--- config.mk ---
export PLATFORM = sky130hd
export DESIGN_NAME = l2_cpi_response_queue
export DESIGN_NICKNAME = d
export VERILOG_FILES = /design/src/rtl/l2_cpi_response_queue.sv
export SDC_FILE = /design/constraint.sdc
export NUM_CORES = 2
export LEC_CHECK = 0
export ABC_AREA = 1
export BUFFER_PORTS_ARGS = -buffer_cell sky130_fd_sc_hd__buf_2
export CAP_MARGIN = 25
export CORE_MARGIN = 5
export CORE_UTILIZATION = 45
export CTS_CLUSTER_DIAMETER = 100
export DETAILED_ROUTE_END_ITERATION = 12
export PLACE_DENSITY_LB_ADDON = 0.08
export SLEW_MARGIN = 20
export SYNTH_ARGS = -nofsm -noshare
export SYNTH_HDL_FRONTEND = slang
export SYNTH_SLANG_ARGS = --single-unit
--- constraint.sdc ---
create_clock -name clk -period 32.6 [get_ports clk]
set_clock_uncertainty 0.2 [all_clocks]
set_input_delay 1.63 -clock clk [delete_from_list [all_inputs] [get_ports clk]]
set_output_delay 1.63 -clock clk [all_outputs]
set_load 0.02 [all_outputs]
--- src/rtl/l2_cpi_response_queue.sv ---
// CPI response queue between the L2 response stage and the L1 response port.
// Optional same-cycle bypass when empty is enabled by defining L2_CPI_QUEUE_BYPASS_EN.
module l2_cpi_response_queue #(
    parameter int DEPTH = 4,
    parameter int SLACK = 2
) (
    input  logic         clk,
    input  logic         reset,
    input  logic         cpi_valid,
    input  logic         cpi_status,
    input  logic [1:0]   cpi_unit,
    input  logic [1:0]   cpi_strand,
    input  logic [1:0]   cpi_op,
    input  logic         cpi_update,
    input  logic [1:0]   cpi_way,
    input  logic [511:0] cpi_data,
    output logic         almost_full,
    output logic         rsp_valid,
    input  logic         rsp_ready,
    output logic         rsp_status,
    output logic [1:0]   rsp_unit,
    output logic [1:0]   rsp_strand,
    output logic [1:0]   rsp_op,
    output logic         rsp_update,
    output logic [1:0]   rsp_way,
    output logic [511:0] rsp_data,
    output logic         overflow
);

    localparam int AW = (DEPTH > 1) ? $clog2(DEPTH) : 1;
    localparam int CW = AW + 1;
    localparam int EW = 1 + 2 + 2 + 2 + 1 + 2 + 512;
    localparam logic [CW-1:0] DEPTH_C  = CW'(DEPTH);
    localparam logic [CW-1:0] AF_LEVEL = CW'(DEPTH - SLACK);

    logic [EW-1:0] mem_q [DEPTH];
    logic [AW-1:0] rptr_q, rptr_d;
    logic [AW-1:0] wptr_q, wptr_d;
    logic [CW-1:0] count_q, count_d;
    logic          almost_full_q, almost_full_d;
    logic          overflow_q, overflow_d;

    logic [EW-1:0] in_entry;
    logic [EW-1:0] head_entry;
    logic [EW-1:0] out_entry;
    logic          stored_vld;
    logic          full;
    logic          push;
    logic          pop;
    logic          bypass;

    assign in_entry   = {cpi_status, cpi_unit, cpi_strand, cpi_op, cpi_update, cpi_way, cpi_data};
    assign head_entry = mem_q[rptr_q];
    assign stored_vld = (count_q != '0);
    assign full       = (count_q == DEPTH_C);
    assign pop        = stored_vld && rsp_ready;

`ifdef L2_CPI_QUEUE_BYPASS_EN
    // An empty queue with a ready consumer hands the response straight through.
    assign bypass = !stored_vld && cpi_valid && rsp_ready;
`else
    assign bypass = 1'b0;
`endif

    // A pop in the same cycle frees the slot, so a full queue can still accept.
    assign push = cpi_valid && !bypass && (!full || pop);

    always_comb begin
        rptr_d        = rptr_q + AW'(pop);
        wptr_d        = wptr_q + AW'(push);
        count_d       = count_q + CW'(push) - CW'(pop);
        overflow_d    = overflow_q || (cpi_valid && full && !pop);
        almost_full_d = (count_d >= AF_LEVEL);
    end

    always_ff @(posedge clk) begin
        if (reset) begin
            rptr_q        <= '0;
            wptr_q        <= '0;
            count_q       <= '0;
            almost_full_q <= 1'b0;
            overflow_q    <= 1'b0;
        end else begin
            rptr_q        <= rptr_d;
            wptr_q        <= wptr_d;
            count_q       <= count_d;
            almost_full_q <= almost_full_d;
            overflow_q    <= overflow_d;
        end
    end

    // Payload storage carries no reset; empty slots are masked at the output.
    always_ff @(posedge clk) begin
        if (push && !reset) begin
            mem_q[wptr_q] <= in_entry;
        end
    end

    always_comb begin
        out_entry = '0;
        if (stored_vld) begin
            out_entry = head_entry;
        end else if (bypass) begin
            out_entry = in_entry;
        end
    end

    assign rsp_valid   = stored_vld || bypass;
    assign almost_full = almost_full_q;
    assign overflow    = overflow_q;
    assign {rsp_status, rsp_unit, rsp_strand, rsp_op, rsp_update, rsp_way, rsp_data} = out_entry;

endmodule

[Yosys cells after proc, flatten, opt, wreduce, memory -nomap -nowiden]
Memories as Yosys holds them, arrays and structs flattened. A register that Yosys moved wholly into a read port is not among the register bits.
Cells that the tools add are included.
Storage, ports and cells
  bits in registers: 9
  bits in latches: 0
  RAM bits: 2088
  ROM bits: 0
  output and inout port bits: 525
  logic and storage cells: 27
  memories kept: 1
Operators by class
  add/subtract/negate cells: 4
  multipliers: 0
  divide/modulo/power cells: 0
  magnitude comparators: 1
  eq/ne operators: 1
  shifts and indexed selects: 0
  mux-type cells: 4
  bitwise operators: 0
  reductions and logical operators: 11
Memory list
  mem_q: depth 4, width 522, read ports 1, clocked after Yosys merged registers in 1, write ports 1, line 36  | logic [EW-1:0] mem_q [DEPTH];
Operator list (count)
  522-bit 2-to-1 mux: 1
  1-bit logical AND: 5
  2-bit by 1-bit adder with 2-bit output: 2
  3-bit by 1-bit adder with 3-bit output: 1
  3-bit == test (second input constant): 1
  3-bit by 2-bit greater-or-equal comparator with 1-bit output (second input constant): 1
  1-bit logical NOT: 3
  3-bit nonzero test: 1
  3-bit by 1-bit subtractor with 3-bit output: 1
  1-bit logical OR: 2
  1-bit 2-to-1 mux: 2
  2-bit 2-to-1 mux: 1

[Depth between registers and ports, before layout]
  word-level depth: 7
  depth in mapped cells: 12
  mapped depth without buffers: 11

[Worst setup path after synthesis]
OpenSTA, ideal clock, no wires.
  path type: input-to-reg
  start: input rsp_ready
  end: memory mem_q[0][0] in the netlist's numbering, enable pin
  library setup time: 1421 ps
  arrival: 23482 ps
  required time: 30979 ps
  setup slack: 7496 ps
  cell stages on the path: 4
  buffers on the path: 0
  path through: inv_1 > nand3_1 > nand3_1 > nor2_1
On the way
  word-level cells in the longest chain between the ends: 6
Ends and longest elaborated chain
  start: declaration: line 19  | input logic rsp_ready,
  1-bit logical AND: line 56  | assign pop = stored_vld && rsp_ready;
  1-bit logical OR: line 66  | assign push = cpi_valid && !bypass && (!full || pop);
  1-bit logical AND: line 66
  1-bit logical AND: line 94  | if (push && !reset) begin
  1-bit 2-to-1 mux: line 94
  1-bit 2-to-1 mux (not written as such): line 95  | mem_q[wptr_q] <= in_entry;
  end: declaration: line 36
No other way between the ends.

==> impl_metrics.json <==
{
  "worstRegToRegCells": 8,
  "die_h_um": 447,
  "p_per_area_mw_per_mm2": 83.8,
  "layout.nets": 9251,
  "final-hold-violation-count": 0,
  "final_cells": 11500,
  "placed_cells": 11000,
  "syn_to_final_growth_pct": 16.5,
  "syn_area_mm2": 0.0859,
  "row_count": 160,
  "worstSetupStartpointType": "flip-flop",
  "yosys_warnings": 0,
  "leakagePower_uw": 0.0426,
  "max_clock_freq_ghz": 0.136,
  "grtUsageTotal_pct": 23.5,
  "drv_cap": 0,
  "grt_setup_unrepaired": "false",
  "timing.rr.end": "mem_q[3][147]",
  "avgRoutedWirePerCell_um": 21.1,
  "synth_cells": 7776,
  "cp_num_buf_inv": 5,
  "crit_slowest_cell": "buf_4",
  "critPathArrivalTime_ns": 5.51,
  "cts.repair.resized": 0,
  "postCtsHoldBufs": 0,
  "netSwitchingFraction_pct": 39.1,
  "grt_max_degree": 199,
  "hp-start": "overflow",
  "htree_levels": 4,
  "crit_path_max_fanout": 105,
  "status": "finished, final reports clean",
  "max_slew_margin_pct": 10.9,
  "first_pass_iters": 5,
  "cpPeakStageDelay_ns": 0.84,
  "critPathKind": "flip-flop to output pin",
  "die_area_mm2": 0.200,
  "drive_gt1_share_pct": 15.8,
  "io_buffers": 1050,
  "dieWidth_um": 447,
  "drt_iter0_drc": 4033,
  "clock-root-buffer": "clkbuf_16",
  "ys_ff_latch": 2097,
  "gp_congestion": 0.820,
  "whs_endpoint": "overflow",
  "pin_count": 1051,
  "grt_pass1_wl_um": 351000,
  "clock_path_buffers": 3,
  "r2r-start": "count_q[1]",
  "route.final.wire_length_um": 242000,
  "clock_latency_ns": 0.84,
  "ys_types": 18,
  "clkSinkCount": 2097,
  "cts.clk_slew.worst_paths_ns": 0.06,
  "pwr-share-comb_pct": 35.2,
  "yosysTopAreaCell": "edfxtp_1",
  "vias_per_cell": 4.93,
  "synth_area_leaders": "edfxtp_1 (73%), nand2_1 (14%), inv_1 (4.6%), nand3_1 (3.1%), a21oi_1 (3.0%)",
  "crit_chain": "inv_8, buf_4, buf_4, buf_4, nand2_1, nand2_1, nand2_1, a21oi_1, buf_2",
  "drc": 0,
  "min_path_cells": 2,
  "start_util_pct": 45.2,
  "setup_viol": 0,
  "fin_setup_tns_ns": 0,
  "coreArea_mm2": 0.190,
  "end_kind": "output pin",
  "fill_cells": 16800,
  "required_ns": 30.77,
  "final.period_utilization_pct": 22.5,
  "crit_family": "buffers and inverters",
  "p_switching_uw": 3280,
  "vias": 56600,
  "regToRegSetupSlack_ns": 27.59,
  "tightest_slew_ns": 1.34,
  "cell_internal_pwr_uw": 5100,
  "ir_drop_mv": 0.0739,
  "hp-class": "flip-flop to flip-flop",
  "antenna_found_initial": 173,
  "cts_made_buffers": 218,
  "seqPwrFrac_pct": 37.5,
  "dpl.hpwl_um": 144000,
  "slew_violations": 0,
  "grt.overflow.total": 0,
  "synth_nets": 8307,
  "avgSynthCellArea_um2": 11.0,
  "ant_nets": 0,
  "fin_crit_ns": 7.34,
  "synth-seq-area-share_pct": 73.2,
  "p_clk_share_pct": 27.3,
  "cts_setup_buffers": 0,
  "cts_tree": "built",
  "grt_pass1_vias": 52900,
  "synth_top_area_share_pct": 73.0
}
stage by stage:
stage                     total power [uW]  setup WS, ns  util (%)  hold slack [ns]  cell area [um2]
final                                 8380         25.26      52.7            0.270           100000
after global routing                  8800         24.83      52.6            0.292           100000
after global placement                6170         26.03      49.1            0.252            93200
after detailed placement              6180         26.05      49.1            0.249            93300
after CTS                             8470         25.06      52.5            0.259            99800
after floorplan                       5100          7.50         -            0.296            85900
cell usage after synthesis:
master	number
buf_4	2
buf_1	41
fa_1	1
ha_1	4
nand2_1	3143
buf_2	242
a21oi_1	523
nor2_1	11
clkbuf_1	117
inv_2	2
xnor2_1	2
edfxtp_1	2088
inv_1	1061
nand3_1	526
buf_6	2
nand4_1	1
nor3_1	1
dfxtp_1	9
registers in the layout (all words and copies together) (netlist names):
register,cells
count_q,3
overflow,1
mem_q,2088
rptr_q,2
wptr_q,2
almost_full,1
worst max path at each step:
stage                    endpoint  cells after the start  slack, ns  startpoint
finish              rsp_data[188]                      9      25.26   rptr_q[0]
global route        rsp_data[188]                      9      24.83   rptr_q[0]
CTS                  rsp_data[85]                      7      25.06   rptr_q[1]
detailed placement   rsp_data[85]                      7      26.05   rptr_q[1]
global placement     rsp_data[85]                      7      26.03   rptr_q[1]
floorplan             mem_q[0][0]                      4       7.50   rsp_ready
placed cells by master (no fill, tap or decap), drive strengths merged:
cell	n
dfxtp	9
nor2	11
clkinv	102
clkbuf	279
buf	1128
edfxtp	2088
ha	4
a21oi	523
nor3	1
diode	77
nand4	1
bufinv	2
nand2	3143
xnor2	2
nand3	526
clkinvlp	1
fa	1
inv	1068
area by class of cell:
cell class                 count  area (um2)  area share [%]
tap                         2511        3140            3.14
timing repair buffer        1128        6090            6.08
inverter                    1063        4010            4.00
multi-input combinational   4212       17200            17.2
clock buffer                 279        5780            5.77
antenna                       77         193           0.193
sequential                  2097       62900            62.8
clock inverter               110         748           0.748
logic make-up after synthesis:
group | after synthesis | synth area share, %
compound gates | 523 | 3.05
flops | 2097 | 73.2
xor+xnor | 2 | 0.0204
buf+inv | 1467 | 6.79
fa+ha+maj | 5 | 0.0816
simple gates | 3682 | 16.9
metal layers:
layer	track usage, %	vias to the layer above	part of all wire, %
met1	28.9	27000	39
met4	12.9	34	5.6
met3	5.83	574	6.5
met5	0	-	0.095
met2	38.2	1644	48
li1	-	27300	-
worst min-delay path: cells and delay by family (launching register included):
kind                   cells  cell delay [ns]
flip-flops                 1             0.31
buffers and inverters      1             0.05
AO/OA/AOI/OAI              1             0.06
power groups by stage:
stage | Clock, uW | Sequential (uW) | Combinational, uW
3_3_place_gp | 0 | 3200 | 2970
2_1_floorplan | 0 | 3300 | 1800
3_5_place_dp | 0 | 3200 | 2980
4_1_cts | 2340 | 3140 | 2990
6_report | 2290 | 3140 | 2950
5_1_grt | 2460 | 3150 | 3190
Note: power is estimated with default switching activity, not from simulation.
